**src/rtl/proc_sequencer.sv**
```systemverilog
// proc_sequencer: multi-cycle control FSM for the 8-register bus datapath.
// Outputs decode combinationally from (time step, IR, run); step and IR are the only state.
module proc_sequencer #(
    parameter int DATA_W = 16
) (
    input  logic              clock,
    input  logic              resetn,
    input  logic              run,
    input  logic [DATA_W-1:0] din,
    output logic [7:0]        r_in,
    output logic [7:0]        r_out,
    output logic              din_out,
    output logic              a_in,
    output logic              g_in,
    output logic              g_out,
    output logic [1:0]        alu_op,
    output logic              ir_in,
    output logic [1:0]        count,
    output logic              busy,
    output logic              done
);
    typedef enum logic [1:0] {T0, T1, T2, T3} step_t;
    localparam logic [2:0] MV = 3'd0, MVI = 3'd1, ADD = 3'd2, SUB = 3'd3, AND = 3'd4, MVG = 3'd5;

    step_t      count_q, count_d;
    logic [8:0] ir_q, ir_d;
    logic [2:0] op;
    logic [7:0] xo, yo;
    logic       alu_i;
    logic       unused_din;

    assign unused_din = ^din[DATA_W-1:9];
    assign op    = ir_q[8:6];
    assign xo    = 8'b1 << ir_q[5:3];
    assign yo    = 8'b1 << ir_q[2:0];
    assign alu_i = (op == ADD) || (op == SUB) || (op == AND);

    always_comb begin
        r_in    = '0;
        r_out   = '0;
        din_out = 1'b0;
        a_in    = 1'b0;
        g_in    = 1'b0;
        g_out   = 1'b0;
        alu_op  = 2'b00;
        ir_in   = 1'b0;
        done    = 1'b0;
        count   = 2'b00;
        busy    = 1'b0;
        if (resetn) begin
            count = count_q;
            busy  = count_q != T0;
            case (count_q)
                T0: ir_in = run;
                T1: begin
                    done    = !alu_i;
                    r_in    = (op == MV || op == MVI || op == MVG) ? xo : 8'h00;
                    r_out   = (op == MV) ? yo : alu_i ? xo : 8'h00;
                    din_out = op == MVI;
                    a_in    = alu_i;
                    g_out   = op == MVG;
                end
                T2: begin
                    r_out  = yo;
                    g_in   = 1'b1;
                    alu_op = (op == ADD) ? 2'b00 : (op == SUB) ? 2'b01 : 2'b10;
                end
                default: begin
                    g_out = 1'b1;
                    r_in  = xo;
                    done  = 1'b1;
                end
            endcase
        end
        ir_d    = ir_in ? din[8:0] : ir_q;
        // the done step always returns to T0, so 1-step instructions never see T2/T3
        count_d = (count_q == T0) ? (run ? T1 : T0) : done ? T0 : step_t'(count_q + 2'd1);
    end

    always_ff @(posedge clock) begin
        if (!resetn) begin
            count_q <= T0;
            ir_q    <= '0;
        end else begin
            count_q <= count_d;
            ir_q    <= ir_d;
        end
    end
endmodule

```
**config.mk**
```make
export PLATFORM = sky130hd
export DESIGN_NAME = proc_sequencer
export DESIGN_NICKNAME = d
export VERILOG_FILES = /design/src/rtl/proc_sequencer.sv
export SDC_FILE = /design/constraint.sdc
export NUM_CORES = 1
export LEC_CHECK = 0
export CAP_MARGIN = 30
export CORE_ASPECT_RATIO = 0.7
export CORE_MARGIN = 4
export CORE_UTILIZATION = 40
export CTS_CLUSTER_DIAMETER = 200
export DETAILED_ROUTE_END_ITERATION = 8
export PLACE_DENSITY_LB_ADDON = 0.12
export SKIP_CTS_REPAIR_TIMING = 1
export SLEW_MARGIN = 30
export SYNTH_ARGS = -nofsm -noshare
export SYNTH_HDL_FRONTEND = slang
export SYNTH_SLANG_ARGS = --single-unit
```
**constraint.sdc**
```tcl
create_clock -name clock -period 2.3 [get_ports clock]
set_input_delay 0.575 -clock clock [delete_from_list [all_inputs] [get_ports clock]]
set_output_delay 0.575 -clock clock [all_outputs]
set_load 0.05 [all_outputs]
```
==> After elaboration in Yosys (flattened, before gate mapping) <==
Index checks and enable logic that the tools add are counted.
{ "classes": {"addsub": 1, "n_eq_ne": 7, "shifts": 2, "mux": 28, "reduce_logical": 9} }
{ "ops": {"columns": ["op", "n"], "rows": [
  ["8-bit 2-to-1 mux", 5],
  ["8-bit case mux with 2 select lines", 2],
  ["1-bit by 3-bit << shifter with 8-bit output (first input constant)", 2],
  ["2-bit 2-to-1 mux", 7],
  ["1-bit 2-to-1 mux", 12],
  ["3-bit by 2-bit == test with 1-bit output (second input constant)", 2],
  ["3-bit == test (second input constant)", 2],
  ["1-bit logical OR", 4],
  ["1-bit case mux with 2 select lines", 2],
  ["3-bit by 1-bit == test with 1-bit output (second input constant)", 1],
  ["3-bit zero test", 1],
  ["2-bit by 1-bit adder with 2-bit output (second input constant)", 1],
  ["2-bit by 1-bit == test with 1-bit output (second input constant)", 1],
  ["2-bit == test (second input constant)", 1],
  ["2-bit zero test", 1],
  ["2-bit nonzero test", 1],
  ["2-bit OR reduction", 1],
  ["1-bit zero test", 1]
]} }
{ "totals": {"reg_bits": 11, "input_bits": 19, "output_inout_bits": 27, "word_cells": 49} }

==> Logic depth before layout (Yosys ltp) <==
Gate-level depths: netlist of the first run.
{ "logic_depth": {"depth_word": 8, "depth_mapped": 6, "ltp_nobuf": 5} }

==> Least setup slack after synthesis of the first run <==
OpenSTA, ideal clock, no wires.
{ "synth_path": {"path_kind": "register to output", "from": "register count_q[1]", "to": "output port r_in[0]", "t_arrival_ns": 2.513, "required_ns": 1.725, "path_slack_ns": -0.788, "path_stages_with_launch": 6, "path_buffers": 0, "path_cell_list": "dfxtp_1 -> inv_1 -> ha_1 -> nor2b_1 -> a21oi_2 -> nor4bb_1"} }
{ "synth_between": {"elab_chain_cells": 4, "word_cells_on_any_way": 6, "cone_classes": "eq/ne: 2; mux: 2; reduce/logical: 2"} }
{ "synth_lines": {"columns": ["item", "line", "source"], "rows": [
  ["start: declaration", "25", "step_t count_q, count_d;"],
  ["start signal: assignment", "85", "count_q <= count_d;"],
  ["2-bit == test / 2-bit zero test (equally long branches)", "53", "case (count_q)"],
  ["2-bit OR reduction (no source line)", null, null],
  ["8-bit case mux with 2 select lines *", "53", null],
  ["8-bit 2-to-1 mux *", "50", "if (resetn) begin"],
  ["end: declaration", "10", "output logic [7:0] r_in,"]
]} }
Every way passes the cells marked *; elsewhere a longest branch is shown, timed or not.

==> Worst setup path after layout of the first run <==
{ "layout_path": {"from": "register count_q[1]", "to": "output port r_in[3]"} }
The elaborated chain is that of the path after synthesis.

==> results of run 1 <==
-- logic make-up (layout without fill, tap and decap cells) --
family	after synthesis	count (layout)
AND/OR/NAND/NOR	54	54
buffers and inverters	15	67
flip-flops	11	11
AO/OA/AOI/OAI	37	37
adder cells (fa/ha/maj)	4	4
-- final cells by class --
| cell class | instances | area (µm²) |
|---|---|---|
| Timing Repair Buffer | 57 | 812 |
| Fill cell | 123 | 284 |
| Clock buffer | 4 | 26.3 |
| Sequential cell | 11 | 226 |
| Multi-Input combinational cell | 95 | 761 |
| Tap cell | 32 | 40.0 |
| Inverter | 6 | 22.5 |
-- sequential cells by signal, indices dropped and copies added (netlist names) --
signal,flops
count_q,2
ir_q,9
-- how the worst max path moves through the flow --
stage	startpoint	end	slack, ns	depth (start not counted)
after global routing	count_q[1]	r_in[2]	-0.08	7
after CTS	count_q[1]	r_in[3]	-0.30	6
final	count_q[1]	r_in[3]	-0.02	6
after detailed placement	resetn	r_in[3]	-0.18	4
after floorplan	count_q[1]	r_in[0]	-0.28	5
after global placement	resetn	r_in[3]	-0.14	4
-- synth_stat cells --
| library cell | number |
|---|---|
| o21ai_1 | 9 |
| buf_6 | 1 |
| o211ai_1 | 10 |
| and3_1 | 1 |
| ha_1 | 4 |
| nand2b_1 | 2 |
| and4b_1 | 4 |
| and2b_1 | 1 |
| dfxtp_1 | 11 |
| inv_1 | 6 |
| nor4bb_1 | 4 |
| nor2b_1 | 6 |
| nor3b_4 | 1 |
| and2_1 | 4 |
| nor2_1 | 4 |
| clkbuf_1 | 5 |
| o2111ai_1 | 6 |
| nor4_2 | 1 |
| nand2_1 | 21 |
| nor3b_1 | 2 |
| a21oi_2 | 1 |
| nor3_1 | 2 |
| o211a_1 | 1 |
| a31oi_1 | 1 |
| a21oi_1 | 8 |
| o21a_1 | 1 |
| nor4b_4 | 1 |
| buf_2 | 3 |
-- worst register-to-register path: stages, from the launching register on --
cell and delay (ns):
dfxtp_2 0.36, inv_1 0.08, ha_1 0.28, and3_1 0.34, buf_4 0.27, nand2_1 0.09, o21ai_1 0.09
-- report_power, final --
| group | switching [µW] | internal [µW] | total [µW] |
|---|---|---|---|
| logic | 101 | 97.3 | 198 |
| registers | 29.4 | 204 | 234 |
| clock network | 62.6 | 67.0 | 130 |
| total | 193 | 369 | 562 |
-- per-layer routing --
metal	part of all wire (%)	global-route usage (%)
met5	0	0
met4	0.35	6.61
met3	6.7	2.53
met2	49	35.2
met1	44	25.2
-- through the flow --
stage / cell area [µm²] / utilization, % / instances / hold WS (ns) / TNS [ns]
2_1_floorplan: 997 / - / 121 / 0.458 / -1.20
3_3_place_gp: 1760 / 80.8 / 197 / 0.476 / -1.05
3_5_place_dp: 1760 / 80.8 / 197 / 0.510 / -1.48
4_1_cts: 1780 / 82.0 / 201 / 0.519 / -4.68
5_1_grt: 1890 / 86.9 / 205 / 0.517 / -0.910
6_report: 1890 / 86.9 / 205 / 0.501 / -0.0280
==> metrics, run 1 <==
status=finished with violations; violated checks=negative setup slack; aggregate global-route resource usage=19.6%; number of standard-cell rows in the floorplan=14; cell area after synthesis=926 µm²; commonest non-fill, non-tap cell in the layout=buf_12; number of vias per cell=5.58; clock tree from TritonCTS=built; Worst Tran Pin Value=between 0.3 and 0.4 ns; Core Footprint=approximately 0.0022 mm²; compound-gate portion of the synthesized area=a little over a quarter; cells after synthesis=121; Syn-to-layout area delta=104%; clock latency on the worst-skew pair=0.26 ns; worst hold path startpoint=ir_q[3]; reported max-cap violation count=0; synthesized-area fraction occupied by and/or/nand/nor cells=37.0%; residual DRC count=0; net count reported at finish=~200; kind of launch point of the worst setup path=flip-flop; commonest cells after routing, fill and taps aside=buf_12 (28), nand2_1 (21), buf_4 (17); Slew Limit Headroom=approximately three quarters; leading area contributor after synthesis=dfxtp_1; net count after synthesis=between 100 and 150; total design power=between 500 and 600 µW; Slowest Stage Delay on Critical Path=0.41 ns; Synth top area share=about a quarter; number of failing setup endpoints in the final timing report=3; drt pass-1 iters=5; Post-Synthesis Mean Instance Area=roughly 7.7 µm²; x dimension of the die=65.5 µm; cell type group with the largest total delay on the critical path=simple AND/OR/NAND/NOR gates; power density over the cells=slightly below 300 mW/mm²; Hold Path Stages=2; Critical Path End Type=primary output; top fanout value on the critical path=8; leakage power of the design=0.000708 µW; post-synthesis share of cell area spent on full adders, half adders and majority gates=approximately 5.4%; initial antenna violation count=0; Worst R2R Setup Slack=about 0.72 ns; setup ws final=-0.0225 ns; ordered cell list for the critical path=inv_2, ha_4, nor2b_4, a21oi_4, nor4bb_2, buf_12; area share of xor/xnor cells in the synthesized design=0%; first-pass GRT wire length=between 4 and 5 mm; Chip Height=48.3 µm; dominant combinational cell family by area after synthesis=simple AND/OR/NAND/NOR gates; CP Buf/Inv Count=2; number of synthesized register bits=11; remaining number of nets flagged by the antenna check after routing=0; R2R Path End=ir_q[1]; max-slew violation count=0; top post-synthesis cells by area=dfxtp_1 (24%), nand2_1 (8.5%), o211ai_1 (8.1%); RSZ-0062 raised after global routing=true; clock tree root buffer cell=clkbuf_4; clock slew at the register clock pins of the worst setup and hold paths=0.07 ns; fin crit share=101%; maximum number of pins on one net before global-route repair=20; number of I/O pins=46; final setup skew=roughly 0.0039 ns; overflow left after global routing=0; path category of the worst min-delay check=reg -> reg; max frequency=between 400 and 500 MHz; Initial Util=a little over two fifths; fraction of layout cells with a size suffix above 1=45.7%; worst reg-to-reg path cell count=6; number of buffers inserted during clock tree synthesis=3; half-perimeter wire length after placement=2.45 mm; routability cong.=roughly 0.84; count of routing violations after the opening detailed-route iteration=between 80 and 90; synthesis warning total=0; final hold violations=0; antenna fix cells=0; count of input and output buffers=38; hold-critical path endpoint=ir_q[3]; wire length after detailed routing=around 3.4 mm; wire length per cell=~17 µm; shortest period the worst path allows=around 2.3 ns; Max IR drop VDD=around 0.00033 V; Longest Clk Path Bufs=2; area of the die=~0.0032 mm²; startpoint of the most critical register-to-register path=count_q[0]; Unique masters post-synth=28; vias in the first global route=between 900 and 1000; pre-CTS setup slack=-0.176 ns; category of the most critical setup path=reg -> out; data required time of the worst path=1.73 ns; share of cell area taken by muxes after synthesis=0%; portion of the post-synthesis area used by sequential elements=a little under a quarter; cell type of the slowest stage on the worst timing path=nor4bb_2; H-tree depth=1; number of vias in the routed layout=approximately 1100; clock sink total=11; data arrival at the endpoint of the critical path=1.75 ns
(Power assumes the default switching activity.)
==> run 2: changes to the inputs <==
--- a/config.mk
+++ b/config.mk
@@ -9,7 +9,6 @@
 export CORE_ASPECT_RATIO = 0.7
 export CORE_MARGIN = 4
 export CORE_UTILIZATION = 40
-export CTS_CLUSTER_DIAMETER = 200
 export DETAILED_ROUTE_END_ITERATION = 8
 export PLACE_DENSITY_LB_ADDON = 0.12
 export SKIP_CTS_REPAIR_TIMING = 1
==> results of run 2 <==
The final DEF is identical to that of run 1; final timing and power are the same.
==> run 3: changes to the inputs <==
--- a/config.mk
+++ b/config.mk
@@ -6,7 +6,7 @@
 export NUM_CORES = 1
 export LEC_CHECK = 0
 export CAP_MARGIN = 30
-export CORE_ASPECT_RATIO = 0.7
+export CORE_ASPECT_RATIO = 1.25
 export CORE_MARGIN = 4
 export CORE_UTILIZATION = 40
 export DETAILED_ROUTE_END_ITERATION = 8
==> run 3 against run 2 <==
Compared with the run above: the flow still finishes with violations (negative setup slack); die area fell by 0.25%; routed wire length rose by 12%; critical path depth rose by 1; total power rose by 4.6%; clock skew rose by 0.0069 ns; non-clock buffer count fell by 2; cell count fell by 0.98%; largest power group unchanged; largest cell class is now multi-input combinational cells.
==> metrics, run 3 (same netlist as run 1, synthesis figures left out) <==
status=finished with violations; violated checks=negative setup slack; cell type of the slowest stage on the worst timing path=dfxtp_2; Chip Height=slightly above 60 µm; fraction of layout cells with a size suffix above 1=approximately 50%; count of routing violations after the opening detailed-route iteration=32; number of buffers inserted during clock tree synthesis=3; Largest Register=ir_q; total design power=588 µW; utilization of the core after routing=89.6%; clock tree root buffer cell=clkbuf_4; Worst Tran Pin Value=about 0.4 ns; number of vias per cell=5.92; commonest non-fill, non-tap cell in the layout=buf_12; final setup skew=around 0.011 ns; power density over the cells=about 300 mW/mm²; setup ws final=-0.0836 ns; CP Buf/Inv Count=3; maximum number of pins on one net before global-route repair=20; clock slew at the register clock pins of the worst setup and hold paths=~0.08 ns; initial antenna violation count=0; Max IR drop VDD=approximately 0.00037 V; Slowest Stage Delay on Critical Path=about 0.35 ns; Initial Util=about two fifths; net count reported at finish=196; H-tree depth=1; fill cell instance count of the final layout=a little over 90; Critical Path End Type=primary output; number of standard-cell rows in the floorplan=19; area of the die=roughly 0.0032 mm²; remaining number of nets flagged by the antenna check after routing=0; antenna fix cells=0; final hold violations=0; cell area after layout=0.00198 mm²; Slew Limit Headroom=~73%; worst reg-to-reg path cell count=6; Hold Path Stages=2; wire length after detailed routing=~3.8 mm; overflow left after global routing=0; number of vias in the routed layout=1201; ordered cell list for the critical path=inv_2, ha_4, nor4b_4, buf_6, o2111ai_4, a21oi_2, buf_12; Syn-to-layout area delta=114%; half-perimeter wire length after placement=~2.3 mm; top fanout value on the critical path=8; number of I/O pins=between 40 and 50; path category of the worst min-delay check=reg -> reg; Longest Clk Path Bufs=2; max-slew violation count=0; drt pass-1 iters=4; cell type group with the largest total delay on the critical path=buffers and inverters; leakage power of the design=slightly above 0.0007 µW; reported max-cap violation count=0; clock tree from TritonCTS=built; largest registers in the final layout=ir_q x9, count_q x2; shortest period the worst path allows=~2.4 ns; RSZ-0062 raised after global routing=true; count of input and output buffers=38; number of failing setup endpoints in the final timing report=12; routability cong.=0.834; x dimension of the die=between 50 and 60 µm; max frequency=about 420 MHz; number of flip-flops under the largest register name=9; clock latency on the worst-skew pair=0.28 ns; clock sink total=11; data required time of the worst path=about 1.7 ns; wire length per cell=approximately 19 µm; data arrival at the endpoint of the critical path=1.81 ns; placed instance area=between 0.0015 and 0.002 mm²; Core Footprint=about 0.0022 mm²; first-pass GRT wire length=roughly 4.3 mm; kind of launch point of the worst setup path=flip-flop; residual DRC count=0; category of the most critical setup path=reg -> out; fin crit share=104%; vias in the first global route=slightly above 1000; commonest cells after routing, fill and taps aside=buf_12 (27), nand2_1 (21), buf_4 (16); Stages on worst setup path=7; aggregate global-route resource usage=~18%; pre-CTS setup slack=-0.187 ns
-- run 3: changes by cell type in the layout (fill, tap and decap cells not counted), sizes merged --
cell | before | now
buf | 46 | 44
nor3b | 3 | 4
-- run 3: worst min-delay path, cell delays in order, from the launching register on --
cell     delay [ns]
dfxtp_4        0.40
nand2_1        0.07
o21ai_1        0.05
-- run 3: layer usage --
metal,vias up,track usage (%),wire length (µm)
met2,58,35.4,2070
met1,582,18.3,1460
met3,11,3.82,200
met5,-,0,0
met4,0,8.85,92
li1,550,-,-
-- run 3: where the power goes --
group          switching, µW  internal [µW]  leakage (µW)  total [µW]
Sequential              34.4            204     0.0000932         238
Clock                   74.5           67.3     0.0000150         142
Combinational            109           98.0      0.000607         207
-- run 3: stage by stage --
stage	hold WS, ns	instances	TNS, ns
after CTS	0.504	197	-3.65
after floorplan	0.458	121	-1.20
final	0.538	203	-0.616
after detailed placement	0.501	193	-2.31
after global routing	0.550	203	-1.59
after global placement	0.473	193	-1.81
-- run 3: final timing paths --
path              startpoint  slack, ns  endpoint
hold / removal       ir_q[8]       0.54   ir_q[8]
setup reg to reg  count_q[0]       0.65   ir_q[5]
setup / recovery  count_q[1]      -0.08  r_out[3]
hold reg to reg      ir_q[8]       0.54   ir_q[8]
-- run 3: final cells by class --
cell class,count,area [µm²],share of cell area (%)
Tap cell,31,38.8,1.96
Sequential cell,11,230,11.6
Inverter,6,22.5,1.14
Clock buffer,4,26.3,1.33
Multi-Input combinational cell,96,880,44.4
Timing Repair Buffer,55,785,39.6
==> edit 1 (flow settings as in run 3) <==
Make the reset (`resetn`) asynchronous in one clocked block.
--- a/src/rtl/proc_sequencer.sv
+++ b/src/rtl/proc_sequencer.sv
@@ -79,3 +79,3 @@
 
-    always_ff @(posedge clock) begin
+    always_ff @(posedge clock or negedge resetn) begin
         if (!resetn) begin
Function: same outputs for any inputs over 10 cycles, from zero or initial values and one cycle with resetn low; that may be too few to reach the edited logic, so the function may still have changed.
==> edit 1 against run 3 <==
- critical path type unchanged
- the flow still finishes with violations (negative setup slack)
- setup slack worse by 41 ps
- largest cell class unchanged
- register-to-register slack worse by 20 ps
- highest routed layer unchanged
- area after synthesis up 8.8%
- sequential cell count unchanged
- routed wire length up 10%
- design area up 8.2%
- count of clock-buffer cells in the layout down 1
Power is left out: it rests on default switching activity, and per cell area and clock period it moved more than threefold.
==> edit 1: results (changes against run 3) <==
Run status
  – Run status: finished with violations
  – Failing checks: negative setup slack

Critical path
  – Reg-to-reg endpoint: ir_q[2]$_DFFE_PN0P_
  – CP max-delay cell: sky130_fd_sc_hd__dfrtp_1
  – Longest individual stage delay on the worst path: 410 ps (+60 ps)
  – Startpoint of the worst register-to-register path: count_q[0]$_DFF_PN0_
  – Arrival time at the worst endpoint: 1850 ps (+40 ps)
  – Critical path destination: r_out[6]

Logic synthesis
  – Top cells by area, synth: sky130_fd_sc_hd__dfrtp_1 27%, sky130_fd_sc_hd__mux2_2 10%, sky130_fd_sc_hd__o211ai_1 7.5%
  – Distinct cells, synth: 30 (+7.1%)
  – Synthesized netlist cell count: 108 (-11%)

Detailed routing
  – Routed vias: 1174 (-2.2%)
  – DR iter-0 viols: 66 (+110%)
  – M1 wire length: 1580 µm (+8.0%)

Timing
  – Final setup slack of the worst path: -124.4 ps (-40.89 ps)
  – Final setup violation count: 22 (+10)
  – Worst setup skew after layout: 7.358 ps (-3.522 ps)

Layout
  – Ratio of cells with drive above 1 in the final layout: 0.6149 (+0.1149)
  – Data buffer area share: 0.3781 (-0.01777)

Placed design
  – Pre-CTS setup slack: -80.45 ps (+106.4 ps)
  – Placed instance area: 1946 µm² (+12%)
  – HPWL reported at the end of detailed placement: 2490 µm (+6.7%)

Global route
  – Global routing met3 resource utilization: 0.03730 (-0.0008901)

Clocking
  – Worst-skew pair later-pin latency: 300 ps (+20 ps)

Min path
  – Class of the worst hold path: primary input to asynchronous set/reset pin
==> edit 1: changes by cell type after synthesis, moves of 2 or more <==
cell                       delta
sky130_fd_sc_hd__o21ai_1      -9
sky130_fd_sc_hd__clkbuf_1     -3
sky130_fd_sc_hd__nand2_1     -18
sky130_fd_sc_hd__mux2_2       +9
sky130_fd_sc_hd__dfxtp_1     -11
sky130_fd_sc_hd__inv_1        +2
sky130_fd_sc_hd__o21ai_0      +2
sky130_fd_sc_hd__nor3b_1      -2
sky130_fd_sc_hd__and2_1       +4
sky130_fd_sc_hd__dfrtp_1     +11
==> edit 1: logic make-up after synthesis <==
family,synth area share
AO/OA/AOI/OAI,0.2199
multiplexers,0.1006
AND/OR/NAND/NOR,0.2845
adder cells (fa/ha/maj),0.06211
buffers and inverters,0.05963
flip-flops,0.2733
==> edit 2 (config.mk and constraints of run 3) <==
Without the edit above. Register the output `r_in`; this adds one clock of latency there. The other outputs are not delayed to match.
--- a/src/rtl/proc_sequencer.sv
+++ b/src/rtl/proc_sequencer.sv
@@ -24,2 +24,4 @@
 
+    logic [7:0] r_in_d;
+
     step_t      count_q, count_d;
@@ -38,3 +40,3 @@
     always_comb begin
-        r_in    = '0;
+        r_in_d  = '0;
         r_out   = '0;
@@ -56,3 +58,3 @@
                     done    = !alu_i;
-                    r_in    = (op == MV || op == MVI || op == MVG) ? xo : 8'h00;
+                    r_in_d  = (op == MV || op == MVI || op == MVG) ? xo : 8'h00;
                     r_out   = (op == MV) ? yo : alu_i ? xo : 8'h00;
@@ -69,3 +71,3 @@
                     g_out = 1'b1;
-                    r_in  = xo;
+                    r_in_d = xo;
                     done  = 1'b1;
@@ -88,2 +90,6 @@
     end
+    always_ff @(posedge clock) begin
+        r_in <= r_in_d;
+    end
+
 endmodule
Function: changed (a bounded check fails within 4 cycles, from zero or initial values and one cycle with resetn low).
==> edit 2 against run 3 <==
- highest routed layer unchanged
- fmax rose by 2.1%
- setup slack improved by 48 ps
- area after synthesis rose by 23%
- design area rose by 1.6%
- sequential cell count grew 8
- largest cell class unchanged
- routed wire length is 19% lower
- critical path type unchanged
- global-route usage is 2.5 points lower
- total power increased by 22%
- clock power up 24%
- sequential share of layout area up 7.8 points
- the run still ends with negative setup slack left
- largest power group unchanged
==> edit 2: results (changes against run 3) <==
Timing
  – Final setup slack of the worst path: -35.13 ps (+48.43 ps)
  – Worst relative slew slack: 0.6672 (-0.06528)
  – WHS: 533.9 ps (-4.159 ps)
  – Setup TNS after final layout: -180.7 ps (+435.2 ps)
  – Worst setup skew after layout: 9.939 ps (-0.9398 ps)
  – Final setup violation count: 8 (-4)

Detailed routing
  – DR iter-0 viols: 15 (-53%)
  – Detailed-routing iteration count for the pre-antenna-repair pass: 4 (unchanged)
  – Mean number of vias per cell: 5.435 (-8.1%)
  – Routed vias: 1125 (-6.3%)
  – Routed Wire Length: 3107 µm (-19%)

Placed design
  – Pre-CTS setup slack: -88.13 ps (+98.70 ps)
  – Number of buffer cells added on primary ports: 38 (unchanged)
  – HPWL reported at the end of detailed placement: 2223 µm (-4.7%)
  – Gp weighted congestion: 0.8334 (about the same)

Power and ir drop
  – Peak ir drop on the vdd network: 0.2469 mV (-34%)
  – Standby leakage power: 0.7166 nW (+0.18%)

Clocking
  – Worst-skew pair later-pin latency: 300 ps (+20 ps)
  – Depth of the CTS H-tree: 1 (unchanged)
  – Clk pin slew, worst setup/hold paths: 120 ps (+40 ps)
  – TritonCTS buffer count: 3 (unchanged)
  – Clock Tree Buf Depth: 2 (unchanged)
  – Root buffer cell: sky130_fd_sc_hd__clkbuf_4

Critical path
  – Crit path max fanout: 8 (unchanged)
  – Arrival time at the worst endpoint: 1760 ps (-50 ps)
  – Minimum setup slack among reg-to-reg paths: 730 ps (+80 ps)

Logic synthesis
  – Async set-reset flop share out of synthesis: 0 (unchanged)
  – Net Count, Synth: 153 (+6.3%)
  – Post-synth top cells: 20 x sky130_fd_sc_hd__nand2_1, 19 x sky130_fd_sc_hd__dfxtp_1, 10 x sky130_fd_sc_hd__o211ai_1
  – Mean Syn Cell Area: 8.817 µm² (+15%)
  – Seq/Total Area, Yosys: 0.3344 (+0.09660)
  – Top cells by area, synth: sky130_fd_sc_hd__dfxtp_1 33%, sky130_fd_sc_hd__nand2_1 6.6%, sky130_fd_sc_hd__o211ai_1 6.6%
  – Distinct cells, synth: 28 (unchanged)
  – Yosys warning total: 0 (unchanged)

Global route
  – Vias in the first global route: 1021 (+0.79%)
  – Global-route wire length before repair: 4733 µm (+10%)
  – Pin count of the biggest net entering global routing: 13 (-35%)
  – Antenna violations before repair: 0 (unchanged)
  – Overall overflow remaining after global route: 0 (unchanged)
  – Global-route total usage across every layer: 0.1558 (-0.02519)

Min path
  – Class of the worst hold path: flip-flop to flip-flop

Layout
  – Top flop regs: ir_q: 9 flops, r_in: 8 flops, count_q: 2 flops
  – Filler cells: 184 (+98%)
  – Net count, final: 198 (+1.0%)
  – Antenna diode count: 0 (unchanged)
  – Ratio of cells with drive above 1 in the final layout: 0.3988 (-0.1012)

Run status
  – Failing checks: negative setup slack
  – Run status: finished with violations
## edit 2: cell count changes in the layout (fill, tap and decap cells not counted), sizes merged, moves of 8 or more
cell / change
a21boi: +9
clkdlybuf4s50: +8
o21ai: -9
buf: -16
dfxtp: +8
## edit 2: power breakdown
part           leakage, nW  internal (mW)  switching [mW]
Sequential           0.157          0.339          0.0233
Clock               0.0177         0.0647           0.111
Combinational        0.542         0.0834          0.0952
Total                0.717          0.487           0.229
## edit 2: cells by family (layout without fill, tap and decap cells)
| group | Yosys count | in the layout | synth area share |
|---|---|---|---|
| AO/OA/AOI/OAI | 38 | 38 | 0.2486 |
| AND/OR/NAND/NOR | 55 | 55 | 0.3212 |
| flip-flops | 19 | 19 | 0.3344 |
| adder cells (fa/ha/maj) | 5 | 5 | 0.05501 |
| buffers and inverters | 12 | 56 | 0.04070 |
## edit 2: per-layer routing
metal  vias up  wire length, µm  share of wire  track usage
met1       528             1270           0.41       0.1813
li1        556                -              -            -
met5         -                0              0            0
met2        37             1602           0.52       0.2855
met3         4              189          0.061      0.03633
met4         0               44          0.014      0.04559
## edit 2: layout make-up
| class | instances | share of cell area |
|---|---|---|
| inverters | 5 | 0.01056 |
| multi-input cells | 98 | 0.4410 |
| repair buffers | 47 | 0.3199 |
| clock buffers | 3 | 0.01118 |
| flip-flops and latches | 19 | 0.1938 |
| clock inverters | 1 | 0.002484 |
| well taps | 34 | 0.02112 |
## edit 2: worst max-delay path, stage by stage (launching register included)
cell and delay (ps):
sky130_fd_sc_hd__dfxtp_4 370, sky130_fd_sc_hd__inv_4 60, sky130_fd_sc_hd__ha_4 120, sky130_fd_sc_hd__nor4b_4 190
sky130_fd_sc_hd__buf_6 200, sky130_fd_sc_hd__o2111ai_2 120, sky130_fd_sc_hd__a21oi_2 230, sky130_fd_sc_hd__buf_12 160
## edit 2: worst paths after layout
kind / from / end / cells after the start
worst max register to register: count_q[0]$_SDFF_PN0_ / ir_q[4]$_SDFFE_PN0P_ / 5
worst max-delay path: count_q[1]$_SDFF_PP0_ / r_out[5] / 7
worst min register to register: ir_q[5]$_SDFFE_PN0P_ / ir_q[5]$_SDFFE_PN0P_ / 2
worst min-delay path: ir_q[5]$_SDFFE_PN0P_ / ir_q[5]$_SDFFE_PN0P_ / 2
## edit 2: per-stage QoR
| stage | util | area (µm²) |
|---|---|---|
| 2_1_floorplan | - | 1177 |
| 3_3_place_gp | 0.6653 | 1800 |
| 3_5_place_dp | 0.6653 | 1800 |
| 4_1_cts | 0.6755 | 1828 |
| 5_1_grt | 0.7443 | 2014 |
| 6_report | 0.7443 | 2014 |
